### src/rtl/epu_dma_master_pkg.sv
`default_nettype none
// ----------------------------------------------------------------------------
// epu_dma_master_pkg : shared FSM state type, AXI constants and burst helper.
// Rev 1.0
// ----------------------------------------------------------------------------
package epu_dma_master_pkg;

  typedef enum logic [2:0] {
    ST_IDLE = 3'd0,
    ST_AR   = 3'd1,
    ST_R    = 3'd2,
    ST_AW   = 3'd3,
    ST_W    = 3'd4,
    ST_B    = 3'd5,
    ST_DONE = 3'd6
  } epu_dma_state_t;

  localparam logic [1:0] AXI_BURST_INCR = 2'b01;
  localparam logic [2:0] AXI_SIZE_4B    = 3'b010;
  localparam logic [1:0] AXI_RESP_OKAY  = 2'b00;

  function automatic logic [4:0] burst_beats(input logic [15:0] remaining,
                                             input logic [4:0]  burst_max);
    if (remaining > {11'd0, burst_max}) burst_beats = burst_max;
    else                                burst_beats = remaining[4:0];
  endfunction

endpackage
`default_nettype wire

### src/rtl/epu_dma_master_if.sv
`default_nettype none
// ----------------------------------------------------------------------------
// inf_Master : AXI master bundle; M2AXIout = driven by the DMA, M2AXIin = seen.
// Rev 1.0
// ----------------------------------------------------------------------------
interface inf_Master;

  logic [3:0]  arid;
  logic [31:0] araddr;
  logic [7:0]  arlen;
  logic [2:0]  arsize;
  logic [1:0]  arburst;
  logic        arvalid;
  logic        arready;

  logic [3:0]  rid;
  logic [31:0] rdata;
  logic [1:0]  rresp;
  logic        rlast;
  logic        rvalid;
  logic        rready;

  logic [3:0]  awid;
  logic [31:0] awaddr;
  logic [7:0]  awlen;
  logic [2:0]  awsize;
  logic [1:0]  awburst;
  logic        awvalid;
  logic        awready;

  logic [31:0] wdata;
  logic [3:0]  wstrb;
  logic        wlast;
  logic        wvalid;
  logic        wready;

  logic [3:0]  bid;
  logic [1:0]  bresp;
  logic        bvalid;
  logic        bready;

  modport M2AXIout (
    output arid, araddr, arlen, arsize, arburst, arvalid, rready,
    output awid, awaddr, awlen, awsize, awburst, awvalid,
    output wdata, wstrb, wlast, wvalid, bready
  );

  modport M2AXIin (
    input arready, rid, rdata, rresp, rlast, rvalid,
    input awready, wready, bid, bresp, bvalid
  );

endinterface
`default_nettype wire

### src/rtl/epu_dma_master_buf.sv
`default_nettype none
// ----------------------------------------------------------------------------
// epu_dma_buf : burst staging buffer, one write port, combinational read.
// Rev 1.0
// ----------------------------------------------------------------------------
module epu_dma_buf #(
  parameter int unsigned DEPTH = 16,
  parameter int unsigned AW    = 4
) (
  input  wire logic          clk,
  input  wire logic          we_i,
  input  wire logic [AW-1:0] waddr_i,
  input  wire logic [31:0]   wdata_i,
  input  wire logic [AW-1:0] raddr_i,
  output logic      [31:0]   rdata_o
);

  logic [31:0] mem_q [DEPTH];

  always_ff @(posedge clk) begin
    if (we_i) mem_q[waddr_i] <= wdata_i;
  end

  assign rdata_o = mem_q[raddr_i];

endmodule
`default_nettype wire

### src/rtl/epu_dma_master.sv
`default_nettype none
// ----------------------------------------------------------------------------
// epu_dma_master : memory-to-memory copy engine, read burst then write burst.
// Rev 1.0
// ----------------------------------------------------------------------------
module epu_dma_master
  import epu_dma_master_pkg::*;
#(
  parameter logic [3:0]  AXI_ID    = 4'h1,
  parameter int unsigned BURST_MAX = 16
) (
  input  wire logic        clk,
  input  wire logic        rst,
  input  wire logic        start_i,
  input  wire logic [31:0] src_addr_i,
  input  wire logic [31:0] dst_addr_i,
  input  wire logic [15:0] len_i,
  output logic             busy_o,
  output logic             done_o,
  output logic             err_o,
  inf_Master.M2AXIout      m2axi_o,
  inf_Master.M2AXIin       m2axi_i
);

  localparam logic [4:0] BEATS_MAX = 5'(BURST_MAX);

  epu_dma_state_t state_q;
  logic [31:0]    src_q;
  logic [31:0]    dst_q;
  logic [15:0]    rem_q;
  logic [4:0]     beats_q;
  logic [3:0]     rcnt_q;
  logic [3:0]     wcnt_q;
  logic           rerr_q;
  logic           err_q;
  logic           arvalid_q;
  logic           awvalid_q;
  logic           wvalid_q;
  logic           rready_q;
  logic           bready_q;

  logic [15:0]    rem_d;
  logic [31:0]    bytes_d;
  logic [3:0]     last_idx_d;
  logic           r_bad_d;
  logic           buf_we_d;
  logic [31:0]    buf_rdata_d;
  logic           unused_ids;

  assign rem_d      = rem_q - {11'd0, beats_q};
  assign bytes_d    = {25'd0, beats_q, 2'b00};
  assign last_idx_d = 4'(beats_q - 5'd1);
  assign r_bad_d    = (m2axi_i.rresp != AXI_RESP_OKAY);
  assign buf_we_d   = rready_q & m2axi_i.rvalid;
  assign unused_ids = ^{m2axi_i.rid, m2axi_i.bid};

  epu_dma_buf #(
    .DEPTH (BURST_MAX),
    .AW    (4)
  ) u_buf (
    .clk     (clk),
    .we_i    (buf_we_d),
    .waddr_i (rcnt_q),
    .wdata_i (m2axi_i.rdata),
    .raddr_i (wcnt_q),
    .rdata_o (buf_rdata_d)
  );

  always_ff @(posedge clk or negedge rst) begin
    if (!rst) begin
      state_q   <= ST_IDLE;
      src_q     <= '0;
      dst_q     <= '0;
      rem_q     <= '0;
      beats_q   <= '0;
      rcnt_q    <= '0;
      wcnt_q    <= '0;
      rerr_q    <= 1'b0;
      err_q     <= 1'b0;
      arvalid_q <= 1'b0;
      awvalid_q <= 1'b0;
      wvalid_q  <= 1'b0;
      rready_q  <= 1'b0;
      bready_q  <= 1'b0;
    end else begin
      case (state_q)
        ST_IDLE: begin
          if (start_i) begin
            src_q   <= src_addr_i;
            dst_q   <= dst_addr_i;
            rem_q   <= len_i;
            beats_q <= burst_beats(len_i, BEATS_MAX);
            err_q   <= 1'b0;
            if (len_i == 16'd0) begin
              state_q <= ST_DONE;
            end else begin
              state_q   <= ST_AR;
              arvalid_q <= 1'b1;
            end
          end
        end
        ST_AR: begin
          if (m2axi_i.arready) begin
            arvalid_q <= 1'b0;
            rready_q  <= 1'b1;
            rcnt_q    <= '0;
            rerr_q    <= 1'b0;
            state_q   <= ST_R;
          end
        end
        ST_R: begin
          if (m2axi_i.rvalid) begin
            rcnt_q <= rcnt_q + 4'd1;
            if (r_bad_d) begin
              rerr_q <= 1'b1;
              err_q  <= 1'b1;
            end
            // A failed read still drains the burst but never reaches the write side.
            if (m2axi_i.rlast) begin
              rready_q <= 1'b0;
              if (rerr_q || r_bad_d) begin
                state_q <= ST_DONE;
              end else begin
                state_q   <= ST_AW;
                awvalid_q <= 1'b1;
              end
            end
          end
        end
        ST_AW: begin
          if (m2axi_i.awready) begin
            awvalid_q <= 1'b0;
            wvalid_q  <= 1'b1;
            wcnt_q    <= '0;
            state_q   <= ST_W;
          end
        end
        ST_W: begin
          if (m2axi_i.wready) begin
            if (wcnt_q == last_idx_d) begin
              wvalid_q <= 1'b0;
              bready_q <= 1'b1;
              state_q  <= ST_B;
            end else begin
              wcnt_q <= wcnt_q + 4'd1;
            end
          end
        end
        ST_B: begin
          if (m2axi_i.bvalid) begin
            bready_q <= 1'b0;
            if (m2axi_i.bresp != AXI_RESP_OKAY) begin
              err_q   <= 1'b1;
              state_q <= ST_DONE;
            end else begin
              src_q <= src_q + bytes_d;
              dst_q <= dst_q + bytes_d;
              rem_q <= rem_d;
              if (rem_d != 16'd0) begin
                beats_q   <= burst_beats(rem_d, BEATS_MAX);
                arvalid_q <= 1'b1;
                state_q   <= ST_AR;
              end else begin
                state_q <= ST_DONE;
              end
            end
          end
        end
        ST_DONE: state_q <= ST_IDLE;
        default: state_q <= ST_IDLE;
      endcase
    end
  end

  assign busy_o = (state_q != ST_IDLE);
  assign done_o = (state_q == ST_DONE);
  assign err_o  = err_q;

  assign m2axi_o.arid    = AXI_ID;
  assign m2axi_o.araddr  = src_q;
  assign m2axi_o.arlen   = {4'd0, last_idx_d};
  assign m2axi_o.arsize  = AXI_SIZE_4B;
  assign m2axi_o.arburst = AXI_BURST_INCR;
  assign m2axi_o.arvalid = arvalid_q;
  assign m2axi_o.rready  = rready_q;

  assign m2axi_o.awid    = AXI_ID;
  assign m2axi_o.awaddr  = dst_q;
  assign m2axi_o.awlen   = {4'd0, last_idx_d};
  assign m2axi_o.awsize  = AXI_SIZE_4B;
  assign m2axi_o.awburst = AXI_BURST_INCR;
  assign m2axi_o.awvalid = awvalid_q;

  assign m2axi_o.wdata   = buf_rdata_d;
  assign m2axi_o.wstrb   = 4'hF;
  assign m2axi_o.wlast   = (wcnt_q == last_idx_d);
  assign m2axi_o.wvalid  = wvalid_q;
  assign m2axi_o.bready  = bready_q;

endmodule
`default_nettype wire

### src/flat_wrapper.sv
// flat-port wrapper written by rule: the top's interface ports become plain ports
module epu_dma_master_flat import epu_dma_master_pkg::*;
#(
  parameter logic [3:0]  AXI_ID    = 4'h1,
  parameter int unsigned BURST_MAX = 16
)
  (clk, rst, start_i, src_addr_i, dst_addr_i, len_i, busy_o, done_o, err_o, m2axi_o_arid, m2axi_o_araddr, m2axi_o_arlen, m2axi_o_arsize, m2axi_o_arburst, m2axi_o_arvalid, m2axi_o_rready, m2axi_o_awid, m2axi_o_awaddr, m2axi_o_awlen, m2axi_o_awsize, m2axi_o_awburst, m2axi_o_awvalid, m2axi_o_wdata, m2axi_o_wstrb, m2axi_o_wlast, m2axi_o_wvalid, m2axi_o_bready, m2axi_i_arready, m2axi_i_rid, m2axi_i_rdata, m2axi_i_rresp, m2axi_i_rlast, m2axi_i_rvalid, m2axi_i_awready, m2axi_i_wready, m2axi_i_bid, m2axi_i_bresp, m2axi_i_bvalid);
  inf_Master m2axi_o_i ();
  inf_Master m2axi_i_i ();
  input  wire logic clk;
  input  wire logic rst;
  input  wire logic start_i;
  input  wire logic [31:0] src_addr_i;
  input  wire logic [31:0] dst_addr_i;
  input  wire logic [15:0] len_i;
  output logic busy_o;
  output logic done_o;
  output logic err_o;
  output wire logic [$bits(m2axi_o_i.arid)-1:0] m2axi_o_arid;
  output wire logic [$bits(m2axi_o_i.araddr)-1:0] m2axi_o_araddr;
  output wire logic [$bits(m2axi_o_i.arlen)-1:0] m2axi_o_arlen;
  output wire logic [$bits(m2axi_o_i.arsize)-1:0] m2axi_o_arsize;
  output wire logic [$bits(m2axi_o_i.arburst)-1:0] m2axi_o_arburst;
  output wire logic [$bits(m2axi_o_i.arvalid)-1:0] m2axi_o_arvalid;
  output wire logic [$bits(m2axi_o_i.rready)-1:0] m2axi_o_rready;
  output wire logic [$bits(m2axi_o_i.awid)-1:0] m2axi_o_awid;
  output wire logic [$bits(m2axi_o_i.awaddr)-1:0] m2axi_o_awaddr;
  output wire logic [$bits(m2axi_o_i.awlen)-1:0] m2axi_o_awlen;
  output wire logic [$bits(m2axi_o_i.awsize)-1:0] m2axi_o_awsize;
  output wire logic [$bits(m2axi_o_i.awburst)-1:0] m2axi_o_awburst;
  output wire logic [$bits(m2axi_o_i.awvalid)-1:0] m2axi_o_awvalid;
  output wire logic [$bits(m2axi_o_i.wdata)-1:0] m2axi_o_wdata;
  output wire logic [$bits(m2axi_o_i.wstrb)-1:0] m2axi_o_wstrb;
  output wire logic [$bits(m2axi_o_i.wlast)-1:0] m2axi_o_wlast;
  output wire logic [$bits(m2axi_o_i.wvalid)-1:0] m2axi_o_wvalid;
  output wire logic [$bits(m2axi_o_i.bready)-1:0] m2axi_o_bready;
  input wire logic [$bits(m2axi_i_i.arready)-1:0] m2axi_i_arready;
  input wire logic [$bits(m2axi_i_i.rid)-1:0] m2axi_i_rid;
  input wire logic [$bits(m2axi_i_i.rdata)-1:0] m2axi_i_rdata;
  input wire logic [$bits(m2axi_i_i.rresp)-1:0] m2axi_i_rresp;
  input wire logic [$bits(m2axi_i_i.rlast)-1:0] m2axi_i_rlast;
  input wire logic [$bits(m2axi_i_i.rvalid)-1:0] m2axi_i_rvalid;
  input wire logic [$bits(m2axi_i_i.awready)-1:0] m2axi_i_awready;
  input wire logic [$bits(m2axi_i_i.wready)-1:0] m2axi_i_wready;
  input wire logic [$bits(m2axi_i_i.bid)-1:0] m2axi_i_bid;
  input wire logic [$bits(m2axi_i_i.bresp)-1:0] m2axi_i_bresp;
  input wire logic [$bits(m2axi_i_i.bvalid)-1:0] m2axi_i_bvalid;
  assign m2axi_o_arid = m2axi_o_i.arid;
  assign m2axi_o_araddr = m2axi_o_i.araddr;
  assign m2axi_o_arlen = m2axi_o_i.arlen;
  assign m2axi_o_arsize = m2axi_o_i.arsize;
  assign m2axi_o_arburst = m2axi_o_i.arburst;
  assign m2axi_o_arvalid = m2axi_o_i.arvalid;
  assign m2axi_o_rready = m2axi_o_i.rready;
  assign m2axi_o_awid = m2axi_o_i.awid;
  assign m2axi_o_awaddr = m2axi_o_i.awaddr;
  assign m2axi_o_awlen = m2axi_o_i.awlen;
  assign m2axi_o_awsize = m2axi_o_i.awsize;
  assign m2axi_o_awburst = m2axi_o_i.awburst;
  assign m2axi_o_awvalid = m2axi_o_i.awvalid;
  assign m2axi_o_wdata = m2axi_o_i.wdata;
  assign m2axi_o_wstrb = m2axi_o_i.wstrb;
  assign m2axi_o_wlast = m2axi_o_i.wlast;
  assign m2axi_o_wvalid = m2axi_o_i.wvalid;
  assign m2axi_o_bready = m2axi_o_i.bready;
  assign m2axi_i_i.arready = m2axi_i_arready;
  assign m2axi_i_i.rid = m2axi_i_rid;
  assign m2axi_i_i.rdata = m2axi_i_rdata;
  assign m2axi_i_i.rresp = m2axi_i_rresp;
  assign m2axi_i_i.rlast = m2axi_i_rlast;
  assign m2axi_i_i.rvalid = m2axi_i_rvalid;
  assign m2axi_i_i.awready = m2axi_i_awready;
  assign m2axi_i_i.wready = m2axi_i_wready;
  assign m2axi_i_i.bid = m2axi_i_bid;
  assign m2axi_i_i.bresp = m2axi_i_bresp;
  assign m2axi_i_i.bvalid = m2axi_i_bvalid;
  epu_dma_master #(.AXI_ID(AXI_ID), .BURST_MAX(BURST_MAX)) u_core (.clk(clk), .rst(rst), .start_i(start_i), .src_addr_i(src_addr_i), .dst_addr_i(dst_addr_i), .len_i(len_i), .busy_o(busy_o), .done_o(done_o), .err_o(err_o), .m2axi_o(m2axi_o_i), .m2axi_i(m2axi_i_i));
endmodule
### config.mk
export PLATFORM = sky130hd
export DESIGN_NAME = epu_dma_master_flat
export DESIGN_NICKNAME = d
export VERILOG_FILES = /design/src/rtl/epu_dma_master_pkg.sv /design/src/rtl/epu_dma_master_if.sv /design/src/rtl/epu_dma_master_buf.sv /design/src/rtl/epu_dma_master.sv /design/src/flat_wrapper.sv
export SDC_FILE = /design/constraint.sdc
export NUM_CORES = 1
export LEC_CHECK = 0
export BUFFER_PORTS_ARGS = -buffer_cell sky130_fd_sc_hd__buf_2
export CAP_MARGIN = 15
export CELL_PAD_IN_SITES_DETAIL_PLACEMENT = 1
export CELL_PAD_IN_SITES_GLOBAL_PLACEMENT = 2
export CORE_AREA = 8 8 284 286
export DETAILED_ROUTE_END_ITERATION = 10
export DIE_AREA = 0 0 292 294
export PLACE_DENSITY = 0.74
export SLEW_MARGIN = 30
export SYNTH_ARGS = -nofsm -noshare
export SYNTH_HDL_FRONTEND = slang
export SYNTH_SLANG_ARGS = --single-unit
### constraint.sdc
create_clock -name clk -period 9.15 [get_ports clk]
set_input_delay 0.4575 -clock clk [delete_from_list [all_inputs] [get_ports clk]]
set_output_delay 0.4575 -clock clk [all_outputs]
set_load 0.05 [all_outputs]
==> key figures <==
Layout
  – Final instance area: 30,900 um^2
  – Most common cell after layout, fill and taps aside: edfxtp_1
  – Commonest non-fill, non-tap cells in the layout: edfxtp_1, buf_2, mux4_2
  – Share of layout cells above drive strength 1: 29.7%
  – Layout area overhead: 17.4%
  – Nets: 1,992

Detailed routing
  – Pre-Repair DR Iteration Count: 5
  – Wire length per cell: 25.3 um
  – Total Wirelength: between 70,000 and 80,000 um
  – Routed Antenna Nets: 0
  – Vias per inst: 5.41
  – Initial DRC Count: approximately 1,100
  – Vias: between 15,000 and 20,000
  – # DRC: 0

STA
  – Slew headroom: a little under two fifths
  – Final Critical Period: 4.51 ns
  – RSZ-0062 raised after global routing: false
  – Final setup violation count: 0
  – Fin worst setup slack: 4.64 ns
  – Max-slew violation count: 0
  – Fmax: ~220 MHz
  – Final Cycle Share: 49.3%
  – Worst clock skew: 0.0331 ns
  – Least-Margin Pin Slew: 0.937 ns
  – Hold Vio Cnt, Final: 0
  – Final TNS setup: 0 ns

Synthesis
  – Flops & latches, synth: 615
  – Yosys warning count: 0
  – Syn Inst Count: roughly 1,600
  – Synthesized cell area: 26,300 um^2
  – Post-synth ARST share: 16.7%
  – Synthesized area per cell: 16.5 um^2
  – Synth Area in Adders: 1.23%
  – Synth Area in XOR/XNOR: 0.676%
  – Synth Area in Simple Gates: 5.87%
  – Largest family of logic cells by synthesized area: multiplexers
  – Mux contribution to synthesized area: 14.0%
  – Register area share after synthesis: 68.3%
  – Number of synthesized flops with an enable pin: 512
  – Prevailing post-synth register cell: edfxtp_1
  – Synth cell types: 72
  – Compound-gate portion of the synthesized area: around 7.3%

Clock network
  – CTS tree: built
  – Clock latency on the worst-skew pair: between 0.6 and 0.7 ns
  – Total CTS buffers: 69
  – Clock sink total: 615
  – Post CTS Setup Buffer Count: 0
  – CTS H-tree depth: 3
  – Clock-pin slew on the worst setup and hold paths: 0.06 ns
  – Clk root buf: clkbuf_16
  – Clk buf depth: 3

Critical path
  – Setup crit start: u_core.state_q[0]
  – Critical path peak fanout: 69
  – FF-to-FF Start: u_core.state_q[0]
  – Worst R2R End: u_core.m2axi_o.awaddr[25]
  – Crit path to: u_core.m2axi_o.awaddr[25]
  – Setup CP Type: flip-flop to flip-flop
  – WP data arrival: 4.94 ns
  – Worst Reg-to-Reg Cells: 8
  – Crit path launch type: flip-flop
  – Crit. End Element: flip-flop
  – Worst path required time: 9.58 ns
  – R2r setup slk: 4.64 ns

Floorplanning
  – Core ar.: 76,400 um^2
  – Die H: 294 um
  – Die ar.: 85,800 um^2
  – Top Ports: ~280
  – Starting density of the core: 34.4%
  – Chip Width: 292 um
  – Standard-cell rows: 102

Power and ir drop
  – Clock Power Share: around 29%
  – Power per cell area: 308 nW/um^2
  – Switching Share: 37.5%
  – Sequential power share: 38.3%
  – Part of the power in combinational logic: 32.7%
  – Worst VDD drop: 0.220 mV
  – Leak pwr: about 11 nW
  – Net Sw Power: 3.56 mW
  – Internal power: between 5 and 6 mW

Global route
  – Vias in the first global route: between 15,000 and 20,000
  – First-pass GRT wire length: 107,000 um
  – Overall routing resource usage: 16.5%
  – Initial antenna violation count: 16
  – Remaining global-route overflow: 0
  – Largest net degree at the start of global routing: 112

Placed design
  – Post-place setup slack: 4.64 ns
  – DP Area: 28,500 um^2
  – Post-DP HPWL: 44,000 um
  – GP Congestion: 0.793
  – PortBufs: 237

Worst hold path
  – Min-delay worst type: primary input to flip-flop

Status
  – Status: completed

Job
  – Maxcap violations: 0
sequential cells by signal, summed over array words and instances, names as in the netlist:
| register | count |
|---|---|
| u_core.m2axi_o.awvalid | 1 |
| u_core.u_buf.mem_q | 512 |
| u_core.rem_q | 16 |
| u_core.rerr_q | 1 |
| u_core.err_o | 1 |
| u_core.beats_q | 5 |
| u_core.rcnt_q | 4 |
| u_core.wcnt_q | 4 |
| u_core.m2axi_o.wvalid | 1 |
| u_core.m2axi_o.rready | 1 |
| u_core.m2axi_o.bready | 1 |
| u_core.m2axi_o.arvalid | 1 |
| u_core.m2axi_o.awaddr | 32 |
| u_core.m2axi_o.araddr | 32 |
| u_core.state_q | 3 |
cells in the mapped netlist (all sizes together) (9+ instances only):
cell type  instances  share of area (%)
edfxtp           512                 58
mux4             160                 14
dfrtp            103                9.8
nand2             96                1.4
a21oi             91                1.7
clkbuf            71                1.0
o21ai             65                1.2
nor2              59               0.84
buf               52                1.2
nand3             35               0.67
o22ai             30               0.71
inv               29               0.41
and3              24               0.57
ha                21                1.0
nor3              16               0.30
a2bb2oi           15               0.50
and2              15               0.36
or3               15               0.38
nand4             11               0.26
a21o              10               0.29
a31oi             10               0.24
a32oi             10               0.33
nor4               9               0.29
o211ai             9               0.26
worst max-delay path: stages, from the launching register on:
cell and delay [ns]:
dfrtp_1 0.68, nand3b_1 0.59, buf_4 0.57, or3_1 0.54, a21oi_4 0.54, buf_4 0.69, nand2_1 0.36, o211ai_1 0.18
o21ai_0 0.12
metal layers:
layer / vias up / track usage (%) / share of wire, %
li1: 6830 / - / -
met1: 8208 / 21.8 / 43
met2: 435 / 26.6 / 48
met3: 116 / 4.31 / 6.1
met4: 10 / 4.81 / 2.6
met5: - / 0 / 0.096
area by class of cell:
class	count	area, um^2
antenna	8	20.0
multi-input combinational	849	7810
inverter	30	113
clock inverter	36	442
fill	7631	45600
timing repair buffer	270	1480
sequential	615	18000
clock buffer	86	1820
tap	988	1240
through the flow:
| stage | power (mW) | utilization (%) | hold slack, ns | instances |
|---|---|---|---|---|
| after floorplan | 5.94 | - | 0.162 | 1617 |
| after global placement | 6.74 | 37.3 | 0.459 | 2750 |
| after detailed placement | 6.82 | 37.3 | 0.466 | 2750 |
| after CTS | 9.60 | 40.3 | 0.0225 | 2873 |
| after global routing | 9.94 | 40.4 | 0.0359 | 2876 |
| final | 9.50 | 40.4 | 0.0536 | 2882 |
power groups by stage:
stage	registers [mW]	logic [mW]	clock network, mW
floorplan	4.10	1.84	0
global placement	3.67	3.07	0
detailed placement	3.70	3.12	0
CTS	3.64	3.14	2.82
global route	3.69	3.34	2.91
finish	3.64	3.11	2.76
repair_timing:
| action | in CTS | in global routing |
|---|---|---|
| resized for setup | 0 | 0 |
| hold buffers | 1 | 0 |
| hold endpoints to repair | 40 | 0 |
logic make-up after synthesis:
logic type / Yosys count
other cells: 2
flops: 615
simple gates: 310
buf+inv: 153
xor+xnor: 17
fa+ha+maj: 24
compound gates: 301
mux: 167
how the worst min path moves through the flow:
stage	startpoint	endpoint	slack, ns	depth (start not counted)
floorplan	rst	u_core.beats_q[0]	0.16	0
global placement	u_core.m2axi_o.wvalid	u_core.m2axi_o.wvalid	0.46	1
detailed placement	u_core.m2axi_o.awaddr[1]	u_core.m2axi_o.awaddr[1]	0.47	2
CTS	src_addr_i[0]	u_core.m2axi_o.araddr[0]	0.02	3
global route	src_addr_i[0]	u_core.m2axi_o.araddr[0]	0.04	3
finish	src_addr_i[0]	u_core.m2axi_o.araddr[0]	0.05	3
Power figures use the tool's default switching activity.
